$ cat config.mk
export PLATFORM = sky130hd
export DESIGN_NAME = fetch_stage
export DESIGN_NICKNAME = d
export VERILOG_FILES = /design/src/rtl/fetch_pkg.sv /design/src/rtl/pc_next_sel.sv /design/src/rtl/fetch_stage.sv
export SDC_FILE = /design/constraint.sdc
export NUM_CORES = 1
export LEC_CHECK = 0
export CORE_ASPECT_RATIO = 0.5
export CORE_MARGIN = 2
export CORE_UTILIZATION = 35
export DETAILED_ROUTE_END_ITERATION = 6
export MAX_ROUTING_LAYER = met4
export RECOVER_POWER = 100
export SLEW_MARGIN = 5
export SYNTH_ARGS = -nofsm -noshare
export SYNTH_HDL_FRONTEND = slang
export SYNTH_SLANG_ARGS = --single-unit
$ cat constraint.sdc
create_clock -name clk -period 2.15 [get_ports clk]
set_input_delay 0.5375 -clock clk [delete_from_list [all_inputs] [get_ports clk]]
set_output_delay 0.5375 -clock clk [all_outputs]
set_load 0.01 [all_outputs]
$ cat src/rtl/fetch_pkg.sv
// Shared definitions for the instruction-fetch stage: FSM states,
// redirect codes (also used by the branch unit) and the default NOP.
package fetch_pkg;

    // Fetch FSM states: one request outstanding at most.
    typedef enum logic [1:0] {
        ST_IDLE = 2'd0,  // ready to issue a request
        ST_WAIT = 2'd1,  // request outstanding, waiting for the response
        ST_HOLD = 2'd2,  // response captured, downstream stalled
        ST_DROP = 2'd3   // request outstanding but redirected, discard response
    } fetch_state_t;

    // br_taken encodings; 2'b11 behaves as a trap.
    localparam logic [1:0] BR_NONE = 2'b00;
    localparam logic [1:0] BR_JUMP = 2'b01;
    localparam logic [1:0] BR_TRAP = 2'b10;

    // addi x0, x0, 0
    localparam logic [31:0] NOP_INSTR_DEFAULT = 32'h0000_0013;

endpackage

$ cat src/rtl/pc_next_sel.sv
// Next fetch-PC selection: sequential PC+4, branch target or trap vector.
// Redirect targets are forced to word alignment.
module pc_next_sel
    import fetch_pkg::*;
(
    input  logic [31:0] i_pc_f,
    input  logic [1:0]  i_br_taken,
    input  logic [31:0] i_br_target,
    input  logic [31:0] i_trap_vec,
    output logic [31:0] o_pc_next
);

    // Select the source of the next PC from the redirect code.
    always_comb begin
        // NOTE: assigning a default first keeps every path covered, so no latch is inferred.
        o_pc_next = i_pc_f + 32'd4;
        case (i_br_taken)
            BR_NONE: o_pc_next = i_pc_f + 32'd4;
            BR_JUMP: o_pc_next = {i_br_target[31:2], 2'b00};
            BR_TRAP: o_pc_next = {i_trap_vec[31:2], 2'b00};
            default: o_pc_next = {i_trap_vec[31:2], 2'b00};  // 2'b11 acts as a trap
        endcase
    end

endmodule

$ cat src/rtl/fetch_stage.sv
// Instruction-fetch stage: owns the PC, issues single-outstanding requests
// to instruction memory, loads the IF/EX register and applies redirects by
// flushing IF/EX and discarding any in-flight fetch.
module fetch_stage
    import fetch_pkg::*;
#(
    parameter logic [31:0] RESET_PC  = 32'h0000_0000,
    parameter logic [31:0] NOP_INSTR = NOP_INSTR_DEFAULT
) (
    input  logic        clk,
    input  logic        rst_n,
    input  logic [1:0]  br_taken,
    input  logic [31:0] br_target,
    input  logic [31:0] trap_vec,
    input  logic        stall,
    output logic        imem_req,
    output logic [31:0] imem_addr,
    input  logic        imem_valid,
    input  logic [31:0] imem_rdata,
    output logic [31:0] instr_e,
    output logic [31:0] pc_e,
    output logic        valid_e
);

    fetch_state_t r_state;
    fetch_state_t w_state_next;

    logic [31:0] r_pc_f;
    logic [31:0] r_hold;
    logic [31:0] r_instr_e;
    logic [31:0] r_pc_e;
    logic        r_valid_e;

    logic [31:0] w_pc_next;
    logic        w_redirect;
    logic        w_load_mem;   // response goes straight into IF/EX
    logic        w_load_hold;  // hold buffer goes into IF/EX
    logic        w_capture;    // response parked in the hold buffer

    assign w_redirect = (br_taken != BR_NONE);

    pc_next_sel u_pc_next_sel (
        .i_pc_f      (r_pc_f),
        .i_br_taken  (br_taken),
        .i_br_target (br_target),
        .i_trap_vec  (trap_vec),
        .o_pc_next   (w_pc_next)
    );

    // Requests only leave IDLE; reset also silences the strobe.
    assign imem_req  = rst_n && (r_state == ST_IDLE) && !stall && !w_redirect;
    assign imem_addr = r_pc_f;

    assign instr_e = r_instr_e;
    assign pc_e    = r_pc_e;
    assign valid_e = r_valid_e;

    // FSM state register.
    always_ff @(posedge clk or negedge rst_n) begin
        // NOTE: sequential state uses non-blocking assignments so every flop samples pre-edge values.
        if (!rst_n) r_state <= ST_IDLE;
        else        r_state <= w_state_next;
    end

    // Next-state and datapath strobes; redirect overrides stall everywhere.
    always_comb begin
        w_state_next = r_state;
        w_load_mem   = 1'b0;
        w_load_hold  = 1'b0;
        w_capture    = 1'b0;
        case (r_state)
            ST_IDLE: begin
                if (!w_redirect && !stall) w_state_next = ST_WAIT;
            end
            ST_WAIT: begin
                if (imem_valid) begin
                    if (w_redirect) begin
                        w_state_next = ST_IDLE;
                    end else if (stall) begin
                        w_capture    = 1'b1;
                        w_state_next = ST_HOLD;
                    end else begin
                        w_load_mem   = 1'b1;
                        w_state_next = ST_IDLE;
                    end
                end else if (w_redirect) begin
                    w_state_next = ST_DROP;
                end
            end
            ST_HOLD: begin
                if (w_redirect) begin
                    w_state_next = ST_IDLE;
                end else if (!stall) begin
                    w_load_hold  = 1'b1;
                    w_state_next = ST_IDLE;
                end
            end
            ST_DROP: begin
                if (imem_valid) w_state_next = ST_IDLE;
            end
            default: w_state_next = ST_IDLE;
        endcase
    end

    // Program counter: redirect target, or +4 once an instruction enters IF/EX.
    always_ff @(posedge clk or negedge rst_n) begin
        if (!rst_n) begin
            r_pc_f <= RESET_PC;
        end else if (w_redirect || w_load_mem || w_load_hold) begin
            r_pc_f <= w_pc_next;
        end
    end

    // Hold buffer for a response that arrived while downstream was stalled.
    always_ff @(posedge clk or negedge rst_n) begin
        // NOTE: this single-word buffer is reset so its contents are defined; it is a register, not a memory array.
        if (!rst_n)         r_hold <= 32'h0;
        else if (w_capture) r_hold <= imem_rdata;
    end

    // IF/EX register: flush on redirect, load on accept, freeze on stall.
    always_ff @(posedge clk or negedge rst_n) begin
        if (!rst_n) begin
            r_instr_e <= NOP_INSTR;
            r_pc_e    <= 32'h0;
            r_valid_e <= 1'b0;
        end else if (w_redirect) begin
            r_instr_e <= NOP_INSTR;
            r_valid_e <= 1'b0;
        end else if (w_load_mem) begin
            r_instr_e <= imem_rdata;
            r_pc_e    <= r_pc_f;
            r_valid_e <= 1'b1;
        end else if (w_load_hold) begin
            r_instr_e <= r_hold;
            r_pc_e    <= r_pc_f;
            r_valid_e <= 1'b1;
        end else if (!stall) begin
            r_valid_e <= 1'b0;
        end
    end

endmodule

## Yosys cells after proc, flatten, opt, wreduce, memory -nomap -nowiden

Index checks and enable logic that the tools add are counted.

- Flip-flop bits (word level): 131
- Bits of input ports: 102
- Output and inout port bits: 98
- Word-level logic and storage cells: 60

- Add/sub/neg operators: 1
- Equal/unequal tests: 9
- Multiplexer cells: 28
- Bitwise gates (word level): 1
- Reductions and logical operators: 15

Operator list:

| cell | count |
|---|---|
| $mux 32 | 5 |
| $pmux 32 s2 | 1 |
| $add 32x3->32 const B | 1 |
| $mux 2 | 8 |
| $mux 1 | 13 |
| $pmux 2 s4 | 1 |
| $ne 3x3->1 const B | 2 |
| $eq 2x1->1 const B | 2 |
| $eq 2x2->1 const B | 2 |
| $logic_and 1x1->1 | 4 |
| $logic_not 2->1 | 2 |
| $ne 4x1->1 const B | 1 |
| $reduce_and 4->1 | 1 |
| $reduce_bool 2->1 | 2 |
| $reduce_bool 3->1 | 1 |
| $logic_not 1->1 | 2 |
| $logic_or 1x1->1 | 2 |
| $ne 2x1->1 const B | 1 |
| $ne 2x2->1 const B | 1 |
| $reduce_and 2->1 | 1 |
| $not 1->1 | 1 |

## Longest topological paths before layout

Gate-level depths: netlist (run 1).

- Depth in word-level cells: 6
- Mapped depth: 8
- Mapped depth without buffers: 6

## By module

From an unflattened synthesis (run 1), not the netlist that was laid out.

- Cells, all modules: 546
- Area, all modules: 6521.3 sq um

Modules (own cells, without submodules):

| module | times used | cells each | area each (sq um) | sequential area each (sq um) |
|---|---|---|---|---|
| fetch_stage | 1 | 364 | 5350.1 | 3281.9 |
| pc_next_sel | 1 | 182 | 1171.1 | 0.0 |

## Worst setup path before layout (run 1)

Ideal clock, no wire load.

- Path type: input -> register
- Start point: in br_taken[1]
- End point: reg r_pc_f[7] (netlist: imem_addr[7])
- Library setup time: 0.126 ns
- Arrival time: 1.817 ns
- Data required time: 2.024 ns
- Slack: 0.207 ns
- Stages on the path: 7
- Path buffers: 2
- Cell sequence: or2_1 buf_2 a211o_1 clkbuf_1 nor3_2 mux2i_1 a311o_1

- Word-level cells in the longest chain between the ends: 6
- Elaborated cells between the ends (all ways): 10
- Those cells by class: 1 x eq/ne; 5 x mux; 4 x reduce/logical

Ends and longest elaborated chain:

| element | line | text |
|---|---|---|
| from (decl) | fetch_stage.sv:12 | `input logic [1:0] br_taken,` |
| $reduce_bool 2->1 | fetch_stage.sv:40 | `assign w_redirect = (br_taken != BR_NONE);` |
| $mux 1 | fetch_stage.sv:91 | `if (w_redirect) begin` |
| $mux 1 | fetch_stage.sv:76 | `if (imem_valid) begin` |
| $mux 1 | fetch_stage.sv:71 | `case (r_state)` |
| $logic_or 1x1->1 (2 in series) | fetch_stage.sv:109 | `end else if (w_redirect \|\| w_load_mem \|\| w_load_hold) begin` |
| to (signal assigned) | fetch_stage.sv:110 | `r_pc_f <= w_pc_next;` |
| to (decl) | fetch_stage.sv:28 | `logic [31:0] r_pc_f;` |

Parallel ways exist; a longest one is shown, timed or not.
A chain may end at the register's enable or synchronous reset.

## Worst setup path after layout (run 1)

- Start point: reg r_pc_f[6] (netlist: imem_addr[6])
- End point: out imem_addr[6]

RTL lines:

| element | line | text |
|---|---|---|
| to (decl) | fetch_stage.sv:17 | `output logic [31:0] imem_addr,` |

No word-level cell between the ends.

==> impl_metrics.yaml, run 1 <==
floorplanning:
  die_h_um: 98.5
  pin_count: 200
  dieWidth_um: 193
  rows: 34
  start_util: 0.359
  core_area_um2: 17400
  dieArea_um2: 19000
timing:
  rsz0062_at_grt: "false"
  fmax_mhz: 475
  timing.final.crit_share: 0.979
  setup_viol: 0
  hold_viol: 0
  clock_skew_ns: 0.0111
  slew_viol_final: 128
  setup_slack_ns: 0.0451
  hold_slack_ns: 0.465
  min_period_ns: 2.10
  tightest_slew_ns: 1.67
  slew_headroom: -0.113
min_path:
  worstHoldEndpoint: "pc_e[14]$_DFFE_PN0P_"
  holdCritPathClass: "flop to flop"
  hold_depth: 2
  holdCritStartpoint: "pc_e[14]$_DFFE_PN0P_"
setup_path:
  cp-start-kind: "flop"
  crit_arrival_ns: 1.57
  reg2reg_slack_ns: 0.15
  rr_startpoint: "imem_addr[11]$_DFFE_PN0P_"
  crit_required_ns: 1.61
  crit_path_end_kind: "primary output"
  reg2reg_depth: 6
  reg2reg_to: "imem_addr[29]$_DFFE_PN0P_"
  critPathMaxFanout: 6
  crit_type: "flop to primary output"
yosys:
  yosysSeqAreaShare: 0.509
  syn_area_um2: 6250
  synth_flop_cell: "dfrtp_1"
  async_flop_share: 1.00
  syn_inst: 662
  ys_seq_elements: 127
  synthDistinctLibCells: 63
  synth_edf_count: 0
  synth_top_area_share: 0.496
  yosys-top-cells-area: "dfrtp_1 (50%), nand2_1 (7.7%), mux2_2 (4.9%), o21ai_0 (4.6%), nand3_1 (3.2%)"
  syn_area_per_cell_um2: 9.45
  yosysTopAreaCell: "dfrtp_1"
  ys_warn_count: 0
routing:
  drcViolationCount: 0
  viasPerCell: 5.11
  vias: 5779
  wl_met3_um: 737
  routed_wl_um: 19400
  drt-initial-drc-count: 262
  antenna_left: 0
  wire_per_inst_um: 17.1
  wl_met1_um: 9000
  met2_length_um: 9350
  top_layer_used: "met4"
  dr.pass1.iters: 5
pwr:
  power_density_nw_per_um2: 815
  vdd_drop_max_v: 0.000541
  power_leakage_nw: 4.24
place:
  gp_routability_congestion: 0.819
  pre_cts_ws_ns: -0.399
  port_buffers: 191
  dp_hpwl_um: 13600
  dp.cells: 1099
clock_network:
  cts_sinks: 127
  clk_pin_slew_ns: 0.06
  clockBufferDepth: 2
  cts_root_buf: "clkbuf_16"
  numCtsBuffers: 17
  insertion_delay_ns: 0.42
  cts_resized: 5
  htreeDepth: 4
  cts_tree: "built"
  holdBufCountCts: 0
  cts_setup_buffers: 0
global_route:
  grt_max_degree: 128
  grt_pass1_wl_um: 31000
  grt_pass1_vias: 5753
  antenna_found_initial: 0
  gr-total-overflow: 0
  track_usage: 0.217
cells_and_area:
  n_fill_cell: 1663
  layout_common_cells: "nand2_1 (128), dfrtp_1 (124), clkdlybuf4s50_1 (110), dlygate4sd3_1 (77), o21ai_0 (59)"
  mostFrequentLayoutCell: "nand2_1"
  nNetsFinal: 987
  layout.cells.non_filler: 1130
  fin_util: 0.531
  areaGrowthSynthToFinish_pct: 48.0
  drive_gt1_frac: 0.137
  n_antenna_cell: 0
outcome:
  status: "complete, but fails checks"
  failed_checks: "capacitance limit, slew limit"
job:
  drv_cap: 1
-- cell families after synthesis --
kind of cell               synth area share
AOI/OAI and AO/OA                     0.178
xor gates and xnor gates            0.00280
adders and majority gates           0.00200
buffers and inverters                0.0428
DFF                                   0.509
muxes                                0.0706
other                              0.000600
and+or+nand+nor                       0.195
-- worst max path at each step --
stage	slack, ns	depth (start not counted)	startpoint	endpoint
detailed placement	-0.40	5	br_taken[0]	imem_req
global route	0.01	7	imem_addr[2]$_DFFE_PN0P_	imem_addr[30]$_DFFE_PN0P_
global placement	-0.40	5	br_taken[0]	imem_req
CTS	0.05	2	imem_addr[2]$_DFFE_PN0P_	imem_addr[2]
finish	0.05	2	imem_addr[6]$_DFFE_PN0P_	imem_addr[6]
floorplan	0.21	7	br_taken[1]	imem_addr[7]$_DFFE_PN0P_
-- report_power, final --
part	internal, mW	switching, mW	total [mW]	leakage (nW)
Sequential	2.75	0.214	2.96	1.65
Clock	1.84	1.15	3.00	0.293
Combinational	0.865	0.723	1.59	2.29
-- metal layers --
metal,vias to the layer above,global-route usage
met1,2801,0.286
met4,0,0.0682
li1,2846,-
met2,111,0.340
met5,-,-
met3,21,0.0385
-- critical path: stages (launching register included) --
cell and delay, ns:
dfrtp_1 0.38, buf_4 0.17, dlygate4sd3_1 0.60
-- registers in the layout (all words and copies together), names as in the netlist --
register	flops
valid_e	1
r_state	2
r_hold	32
pc_e	30
instr_e	32
imem_addr	30
-- metrics by stage --
step / total power [mW] / TNS (ns) / cell area, um^2
2_1_floorplan: 3.73 / 0 / 6270
5_1_grt: 7.95 / 0 / 9260
4_1_cts: 7.76 / 0 / 9390
6_report: 7.55 / 0 / 9260
3_5_place_dp: 4.73 / -17.41 / 8790
3_3_place_gp: 4.69 / -16.22 / 8790
-- cells in the mapped netlist (3+ instances only) --
cell type  instances
mux2i_1            7
buf_1              5
o211ai_1           3
buf_2             10
inv_1              8
o41ai_1            3
nor2_1            21
or2_1              3
a311oi_1           3
o22ai_1           31
and2_1             4
and3_1            11
and3_2             3
nand2b_1           3
a31oi_1            7
nor3_1             8
o21ai_0           58
clkbuf_1          32
a211oi_1           4
o21ai_1            4
nand3_1           40
buf_4              5
dfstp_2            3
a2bb2oi_1          9
o2bb2ai_1          4
o31ai_1            3
a21oi_1           31
nand4_1           10
nand2_1          128
nor4_1             4
mux2_1             6
mux2_2            27
dfrtp_1          124
-- layout make-up --
| cell class | instances | area, um^2 | area share |
|---|---|---|---|
| clock buffers | 17 | 425 | 0.0460 |
| clock inverters | 14 | 183 | 0.0197 |
| inverters | 8 | 30.0 | 0.00324 |
| multi-input cells | 477 | 2830 | 0.305 |
| flip-flops and latches | 127 | 3180 | 0.344 |
| well taps | 234 | 293 | 0.0316 |
| repair buffers | 253 | 2320 | 0.250 |
Note: power is estimated with default switching activity, not from simulation.
==> run 2, diff against run 1 <==
Settings changed: CTS_CLUSTER_SIZE set to 30.
Clock period 2.15 ns to 2.1 ns, I/O delays scaled along.
==> run 2 against run 1 <==
The run still ends with capacitance limit, slew limit left. Setup slack barely moved. Power is 0.29% higher. Final cell count about the same. Routed wire length rose by 1.8%. Critical path type unchanged.
==> impl_metrics.yaml, run 2 (same netlist as run 1, synthesis figures left out) <==
outcome:
  status: "complete, but fails checks"
  failed_checks: "capacitance limit, slew limit"
setup_path:
  reg2reg_to: "imem_addr[16]$_DFFE_PN0P_"
  reg2reg_slack_ns: 0.13
  reg2reg_depth: 6
  cp-start-kind: "flop"
  critPathMaxFanout: 7
  crit_arrival_ns: 1.53
  rr_startpoint: "r_state[0]$_DFFE_PN0P_"
  crit_required_ns: 1.57
  crit_type: "flop to primary output"
  crit_path_end_kind: "primary output"
pwr:
  p_total_mw: 7.57
  power_density_nw_per_um2: 819
  vdd_drop_max_v: 0.000610
  power_leakage_nw: 4.21
global_route:
  grt_pass1_wl_um: 31400
  grt_max_degree: 128
  antenna_found_initial: 0
  grt_pass1_vias: 5823
  gr-total-overflow: 0
  track_usage: 0.220
place:
  gp_routability_congestion: 0.830
  dp.cells: 1097
  dp_hpwl_um: 13600
  dpl-instance-area_um2: 8770
  port_buffers: 191
cells_and_area:
  drive_gt1_frac: 0.143
  mostFrequentLayoutCell: "nand2_1"
  design_area_um2: 9240
  n_antenna_cell: 0
  layout_common_cells: "nand2_1 (128), dfrtp_1 (124), clkdlybuf4s50_1 (121), dlygate4sd3_1 (66), o21ai_0 (60)"
  nNetsFinal: 987
  areaGrowthSynthToFinish_pct: 47.7
  fin_util: 0.530
  layout.cells.non_filler: 1131
floorplanning:
  pin_count: 200
  core_area_um2: 17400
  dieWidth_um: 193
  die_h_um: 98.5
  rows: 34
  start_util: 0.359
  dieArea_um2: 19000
timing:
  hold_viol: 0
  timing.final.crit_share: 0.978
  clock_skew_ns: 0.0107
  setup_viol: 0
  slew_viol_final: 128
  rsz0062_at_grt: "false"
  min_period_ns: 2.05
  tightest_slew_ns: 1.70
  fmax_mhz: 487
  slew_headroom: -0.131
routing:
  routed_wl_um: 19700
  viasPerCell: 5.20
  dr.pass1.iters: 5
  drt-initial-drc-count: 330
  drcViolationCount: 0
  wire_per_inst_um: 17.4
  antenna_left: 0
  vias: 5886
min_path:
  holdCritPathClass: "flop to flop"
  holdCritStartpoint: "pc_e[15]$_DFFE_PN0P_"
  worstHoldEndpoint: "pc_e[15]$_DFFE_PN0P_"
  hold_depth: 2
clock_network:
  clk_pin_slew_ns: 0.06
  cts_tree: "built"
  insertion_delay_ns: 0.43
  holdBufCountCts: 0
  clockBufferDepth: 2
  htreeDepth: 4
  cts_root_buf: "clkbuf_16"
  numCtsBuffers: 17
  cts_sinks: 127
job:
  drv_cap: 1
==> run 2: how the worst max path moves through the flow <==
stage | startpoint | slack [ns] | depth (start not counted) | to
global placement | br_taken[0] | -0.43 | 5 | imem_req
CTS | imem_addr[2]$_DFFE_PN0P_ | 0.009 | 2 | imem_addr[2]
finish | imem_addr[12]$_DFFE_PN0P_ | 0.05 | 2 | imem_addr[12]
global route | imem_addr[6]$_DFFE_PN0P_ | 0.004 | 2 | imem_addr[6]
detailed placement | br_taken[0] | -0.41 | 5 | imem_req
floorplan | br_taken[1] | 0.17 | 7 | imem_addr[7]$_DFFE_PN0P_
==> run 2: report_power, final <==
part           switching (mW)  internal, mW  total [mW]
sequential              0.228          2.82        3.04
combinational           0.745         0.889        1.63
clock                    1.21          1.68        2.89
total                    2.18          5.39        7.57
==> run 2: what timing repair did <==
action / in CTS / in global routing
gates resized for setup: 5 / 1
setup endpoints to repair: 1 / 3
pin swaps: 3 / 1
setup buffers: 0 / 2
hold endpoints to repair: 0 / 0
==> run 2: through the flow <==
| step | worst slack, ns | TNS [ns] | hold slack [ns] |
|---|---|---|---|
| 6_report | 0.0454 | 0 | 0.464 |
| 5_1_grt | 0.00357 | 0 | 0.490 |
| 4_1_cts | 0.00927 | 0 | 0.242 |
| 3_5_place_dp | -0.413 | -22.34 | 0.463 |
| 3_3_place_gp | -0.426 | -20.86 | 0.458 |
| 2_1_floorplan | 0.170 | 0 | 0.229 |
==> run 2: metal layers <==
metal,GRT usage,vias to the layer above,wire length [um]
met5,-,-,0
met4,0.0664,0,282
met3,0.0420,23,797
met2,0.336,136,9460
met1,0.296,2889,9160
li1,-,2838,-
==> run 2: worst max-delay path: stages, from the launching register on <==
cell             delay, ns
dfrtp_1               0.34
clkbuf_2              0.20
clkdlybuf4s50_1       0.57
==> run 2: layout make-up <==
class / count / area, um^2
timing repair buffer: 253 / 2330
tap: 234 / 293
sequential: 127 / 3180
clock buffer: 19 / 443
inverter: 8 / 30.0
clock inverter: 13 / 129
multi-input combinational: 477 / 2840
fill: 1634 / 8200
==> run 3, diff against run 2 <==
Settings changed: ABC_AREA set to 0.
==> results of run 3 <==
Final layout, timing and power as in run 2 (identical DEF).
==> patch 1 (flow settings as in run 1) <==
The 4 states of `fetch_state_t` get a one-hot encoding in 4 bits.
--- a/src/rtl/fetch_pkg.sv
+++ b/src/rtl/fetch_pkg.sv
@@ -3,11 +3,11 @@
 package fetch_pkg;
 
     // Fetch FSM states: one request outstanding at most.
-    typedef enum logic [1:0] {
-        ST_IDLE = 2'd0,  // ready to issue a request
-        ST_WAIT = 2'd1,  // request outstanding, waiting for the response
-        ST_HOLD = 2'd2,  // response captured, downstream stalled
-        ST_DROP = 2'd3   // request outstanding but redirected, discard response
+    typedef enum logic [3:0] {
+        ST_IDLE = 4'b0001,  // ready to issue a request
+        ST_WAIT = 4'b0010,  // request outstanding, waiting for the response
+        ST_HOLD = 4'b0100,  // response captured, downstream stalled
+        ST_DROP = 4'b1000   // request outstanding but redirected, discard response
     } fetch_state_t;
 
     // br_taken encodings; 2'b11 behaves as a trap.
Check against the original RTL: same outputs for any inputs over 4 cycles, from zero or initial values and one cycle with rst_n low; so few cycles prove little.
==> patch 1 against run 1 <==
The flow finishes with violations (max-capacitance violations, max-slew violations, negative setup slack). Design area grew 1.6%. Synthesized cell count shrank 11%. Largest power group is now sequential cells. Global-route usage is essentially flat. Synthesized area shrank 0.56%. Wire length shrank 1.0%. Sequential cell count grew 2. Final cell count shrank 4.2%. Die area shrank 0.54%. Setup slack lost 120 ps. Fmax shrank 5.3%. Register-to-register slack lost 40 ps. Power grew 11%.
==> patch 1: results <==
<?xml version="1.0" encoding="UTF-8"?>
<metrics>
  <group name="job">
    <metric name="cap_violations" unit="">1</metric>
  </group>
  <group name="setup_path">
    <metric name="worstReg2RegStart" unit="">r_state[3]</metric>
    <metric name="critical-path-top-delay-family" unit="">simple AND/OR/NAND/NOR gates</metric>
    <metric name="cp-endpoint" unit="">imem_req</metric>
    <metric name="regToRegSetupSlack" unit="ps">110</metric>
    <metric name="worst_ep_arrival_time" unit="ps">1690</metric>
    <metric name="worst-setup-path-type" unit="">in -&gt; out</metric>
    <metric name="cp_slowest_stage_delay" unit="ps">360</metric>
    <metric name="worst_setup_path_startpoint" unit="">br_taken[1]</metric>
    <metric name="crit_fanout" unit="">2</metric>
    <metric name="worst_path_max_delay_cell" unit="">or3_4</metric>
    <metric name="timing.rr.end" unit="">imem_addr[15]</metric>
  </group>
  <group name="power_and_ir_drop">
    <metric name="power.ir.vdd_worst" unit="mV">0.555</metric>
  </group>
  <group name="routing">
    <metric name="wirelength" unit="um">19200</metric>
    <metric name="post_drt_wl_per_cell" unit="um">17.7</metric>
    <metric name="initialDrtViolationCount" unit="">355</metric>
  </group>
  <group name="place">
    <metric name="placed_cells" unit="">1047</metric>
    <metric name="dp.final_hpwl" unit="um">13300</metric>
    <metric name="placedInstanceArea" unit="sq um">8930</metric>
    <metric name="finalWeightedCongestion" unit="">0.832</metric>
  </group>
  <group name="outcome">
    <metric name="violations" unit="">max-capacitance violations, max-slew violations, negative setup slack</metric>
    <metric name="status" unit="">finished, violations left</metric>
  </group>
  <group name="yosys">
    <metric name="synth.distinct_cells" unit="">62</metric>
    <metric name="synth_seq_area_share" unit="">0.520</metric>
    <metric name="synthTopCellsByCount" unit="">dfrtp_1, nand2_1, mux2_2</metric>
    <metric name="postSynthCellCount" unit="">589</metric>
  </group>
  <group name="sta">
    <metric name="worst_slew_margin_rel" unit="">-0.198</metric>
    <metric name="setup_slack" unit="ps">-73.3</metric>
    <metric name="number_of_max_slew_violations_in_the_final_report" unit="">130</metric>
    <metric name="worst_clock_skew" unit="ps">9.90</metric>
    <metric name="setup_viol" unit="">1</metric>
  </group>
  <group name="final_layout">
    <metric name="layout-drive-gt1-share" unit="">0.213</metric>
    <metric name="design.final.nets" unit="">938</metric>
  </group>
  <group name="global_routing">
    <metric name="groute.usage.overall" unit="">0.217</metric>
    <metric name="first_global_vias" unit="">5802</metric>
    <metric name="grt_pass1_wl" unit="um">31000</metric>
    <metric name="gr-usage-met3" unit="">0.0417</metric>
    <metric name="groute.layer.met2.usage" unit="">0.342</metric>
    <metric name="groute.layer.met1.usage" unit="">0.280</metric>
    <metric name="grt_max_degree" unit="">130</metric>
  </group>
  <group name="worst_hold_path">
    <metric name="hold_start" unit="">instr_e[24]</metric>
  </group>
</metrics>
[patch 1: changes by cell type after synthesis, moves of 25 or more]
cell and change:
o21ai_0 -30, nand3_1 -27, a22oi_1 +30, o22ai_1 -25, nand2_1 -44, mux2_2 +36
[patch 1: through the flow]
step | power, mW | worst slack, ps
3_3_place_gp | 5.72 | -878
2_1_floorplan | 4.42 | -96.2
3_5_place_dp | 5.78 | -908
6_report | 8.37 | -73.3
4_1_cts | 8.60 | -116
5_1_grt | 8.83 | -132
[patch 1: repair_timing]
item	4_1_cts	5_1_grt
pin swaps	3	2
cloned	0	1
gates resized for setup	14	2
setup buffers	1	1
setup endpoints to repair	66	9
[patch 1: layout make-up]
cell class	instances	area [sq um]
clock inverter	14	129
clock buffer	18	429
timing repair buffer	265	2480
tap	234	293
inverter	7	26.3
fill	1554	8000
sequential	129	3230
multi-input combinational	415	2810
[patch 1: worst min-delay path by stage]
stage / to / slack [ps]
3_3_place_gp: instr_e[27] / 450
4_1_cts: instr_e[10] / 280
5_1_grt: instr_e[12] / 490
3_5_place_dp: instr_e[28] / 460
6_report: instr_e[24] / 460
2_1_floorplan: imem_addr[10] / 240
[patch 1: logic make-up after synthesis]
family | count (synthesis) | share of synthesized area
compound gates | 152 | 0.164
xor+xnor | 1 | 0.00141
fa+ha+maj | 1 | 0.00201
buf+inv | 49 | 0.0352
flops | 129 | 0.520
mux | 68 | 0.122
other cells | 1 | 0.000603
simple gates | 188 | 0.155
[patch 1: where the power goes]
part	internal (mW)	leakage [nW]	switching, mW
Sequential	2.99	1.64	0.316
Clock	1.61	0.268	1.18
Combinational	1.26	2.33	1.01
[patch 1: worst register-to-register path: stages, from the launching register on]
cell and delay, ps:
dfrtp_1 380, buf_4 170, or3_1 380, a21boi_0 250, buf_4 330, a311oi_1 150, a211o_1 280
[patch 1: per-layer routing]
metal	wire, um	up-vias	part of all wire
met4	273	0	0.014
met3	861	23	0.045
met2	9300	167	0.49
li1	-	2677	-
met5	0	-	0
met1	8720	2841	0.46
==> patch 2 (settings of run 1) <==
Without the edit above. Make the reset (`rst_n`) synchronous in 4 clocked blocks.
--- a/src/rtl/fetch_stage.sv
+++ b/src/rtl/fetch_stage.sv
@@ -56,7 +56,7 @@
     assign valid_e = r_valid_e;
 
     // FSM state register.
-    always_ff @(posedge clk or negedge rst_n) begin
+    always_ff @(posedge clk) begin
         // NOTE: sequential state uses non-blocking assignments so every flop samples pre-edge values.
         if (!rst_n) r_state <= ST_IDLE;
         else        r_state <= w_state_next;
@@ -103,7 +103,7 @@
     end
 
     // Program counter: redirect target, or +4 once an instruction enters IF/EX.
-    always_ff @(posedge clk or negedge rst_n) begin
+    always_ff @(posedge clk) begin
         if (!rst_n) begin
             r_pc_f <= RESET_PC;
         end else if (w_redirect || w_load_mem || w_load_hold) begin
@@ -112,14 +112,14 @@
     end
 
     // Hold buffer for a response that arrived while downstream was stalled.
-    always_ff @(posedge clk or negedge rst_n) begin
+    always_ff @(posedge clk) begin
         // NOTE: this single-word buffer is reset so its contents are defined; it is a register, not a memory array.
         if (!rst_n)         r_hold <= 32'h0;
         else if (w_capture) r_hold <= imem_rdata;
     end
 
     // IF/EX register: flush on redirect, load on accept, freeze on stall.
-    always_ff @(posedge clk or negedge rst_n) begin
+    always_ff @(posedge clk) begin
         if (!rst_n) begin
             r_instr_e <= NOP_INSTR;
             r_pc_e    <= 32'h0;
Behaviour: differs if rst_n is asserted again (counterexample within 4 cycles, from zero or initial values and one cycle with rst_n low); with rst_n held inactive, the same outputs for 4 cycles.
==> patch 2 against run 1 <==
Setup slack improved by 12 ps. Sequential share of layout area decreased by 6.8 points. Clock skew decreased by 2.6 ps. Fmax increased by 0.58%. Hold slack got worse by 14 ps. Sequential cell count unchanged. Synthesized area decreased by 3.5%. Largest cell class is now multi-input combinational cells. Wire length increased by 2.5%. Design area decreased by 0.50%.
Power is not compared: it rests on default switching activity, and its combinational part moved more than twofold at a synthesized area within 25%.
==> patch 2: results <==
<?xml version="1.0" encoding="UTF-8"?>
<metrics>
  <group name="outcome">
    <metric name="status" unit="">finished clean</metric>
  </group>
  <group name="place">
    <metric name="finalWeightedCongestion" unit="">0.853</metric>
    <metric name="dp.final_hpwl" unit="um">14100</metric>
    <metric name="placed_cells" unit="">1185</metric>
  </group>
  <group name="yosys">
    <metric name="synthTopCellsByCount" unit="">nand2_1, dfxtp_1, a21oi_1</metric>
    <metric name="yosys-top-cells-area" unit="">dfxtp_1, nand2_1, a21oi_1, mux2i_1, a211oi_1</metric>
    <metric name="synth.top_cell.area_share" unit="">0.421</metric>
    <metric name="synth.distinct_cells" unit="">64</metric>
    <metric name="postSynthCellCount" unit="">759</metric>
    <metric name="synth_seq_area_share" unit="">0.421</metric>
    <metric name="synth-async-reset-ratio" unit="">0</metric>
  </group>
  <group name="routing">
    <metric name="wirelength" unit="um">19800</metric>
    <metric name="vias_per_cell" unit="">5.17</metric>
    <metric name="drt_pass1_iterations" unit="">6</metric>
    <metric name="initialDrtViolationCount" unit="">328</metric>
  </group>
  <group name="sta">
    <metric name="number_of_max_slew_violations_in_the_final_report" unit="">0</metric>
    <metric name="worst_slew_pin_slew" unit="ps">647</metric>
    <metric name="worst_clock_skew" unit="ps">8.51</metric>
  </group>
  <group name="clocking">
    <metric name="clockBufferDepth" unit="">2</metric>
    <metric name="clk_root_buffer_cell" unit="">clkbuf_16</metric>
    <metric name="htree_levels" unit="">4</metric>
  </group>
  <group name="final_layout">
    <metric name="design.final.nets" unit="">1083</metric>
    <metric name="layout-drive-gt1-share" unit="">0.126</metric>
  </group>
  <group name="setup_path">
    <metric name="crit_fanout" unit="">5</metric>
  </group>
  <group name="global_routing">
    <metric name="first_global_vias" unit="">6153</metric>
    <metric name="grt_max_degree" unit="">42</metric>
    <metric name="groute.layer.met1.usage" unit="">0.275</metric>
    <metric name="groute.usage.overall" unit="">0.221</metric>
    <metric name="gr-usage-met3" unit="">0.0461</metric>
  </group>
  <group name="die">
    <metric name="num_rows" unit="">33</metric>
  </group>
</metrics>
[patch 2: changes by cell type after synthesis, moves of 7 or more]
| cell | run 1 | this run |
|---|---|---|
| nand3_1 | 40 | 11 |
| dfxtp_1 | 0 | 127 |
| mux2i_1 | 7 | 34 |
| mux2_2 | 27 | 0 |
| a2bb2oi_1 | 9 | 1 |
| o22ai_1 | 31 | 1 |
| a211oi_1 | 4 | 39 |
| nand2_1 | 128 | 176 |
| a21oi_1 | 31 | 94 |
| nor3b_1 | 0 | 7 |
| dfrtp_1 | 124 | 0 |
| o21ai_0 | 58 | 37 |
| nor2_1 | 21 | 48 |
[patch 2: what timing repair did]
item | CTS | global route
pin swaps | 0 | 1
setup buffers | 0 | 1
gates cloned | 0 | 1
endpoints found under the setup margin | 1 | 60
hold buffers | 0 | 0
resized for setup | 6 | 5
hold endpoints to repair | 0 | 0
[patch 2: metrics by stage]
stage	area (sq um)	setup WS, ps
6_report	9210	57.3
5_1_grt	9210	13.7
4_1_cts	9230	21.6
3_5_place_dp	8590	-427
3_3_place_gp	8590	-396
2_1_floorplan	6080	7.47
[patch 2: cell type report]
| cell class | count | area [sq um] |
|---|---|---|
| tap | 227 | 284 |
| sequential | 127 | 2540 |
| multi-input combinational | 563 | 3180 |
| fill | 1512 | 7430 |
| inverter | 8 | 30.0 |
| timing repair buffer | 262 | 2530 |
| clock inverter | 14 | 204 |
| clock buffer | 18 | 439 |
[patch 2: worst max-delay path, cell delays in order, from the launching register on]
cell,delay [ps]
dfxtp_1,370
buf_4,170
dlygate4sd3_1,610
[patch 2: path summary, 6_finish.rpt]
| check | from | endpoint | slack [ps] | depth (start not counted) |
|---|---|---|---|---|
| max | imem_addr[17] | imem_addr[17] | 60 | 2 |
| min | pc_e[19] | pc_e[19] | 450 | 2 |
| max reg2reg | imem_addr[10] | imem_addr[20] | 110 | 5 |
| min reg2reg | pc_e[19] | pc_e[19] | 450 | 2 |
[patch 2: where the power goes]
part / total, mW / internal (mW) / switching [mW]
Sequential: 2.44 / 2.40 / 0.0469
Clock: 3.14 / 1.99 / 1.14
Combinational: 0.681 / 0.371 / 0.310
Total: 6.26 / 4.76 / 1.50
[patch 2: per-layer routing]
metal  wire, um  vias up
met5          0        -
met4        186        0
met3       1120       20
met2       9550      190
met1       8980     2960
li1           -     3128
[patch 2: cells by family (layout without fill, tap and decap cells)]
logic type | Yosys count | in the layout | synth area share
and+or+nand+nor | 302 | 302 | 0.230
AOI/OAI and AO/OA | 214 | 214 | 0.220
DFF | 127 | 127 | 0.421
buffers and inverters | 72 | 302 | 0.0576
muxes | 34 | 34 | 0.0564
xor gates and xnor gates | 7 | 7 | 0.0102
adders and majority gates | 2 | 2 | 0.00414
other | 1 | 4 | 0.000621
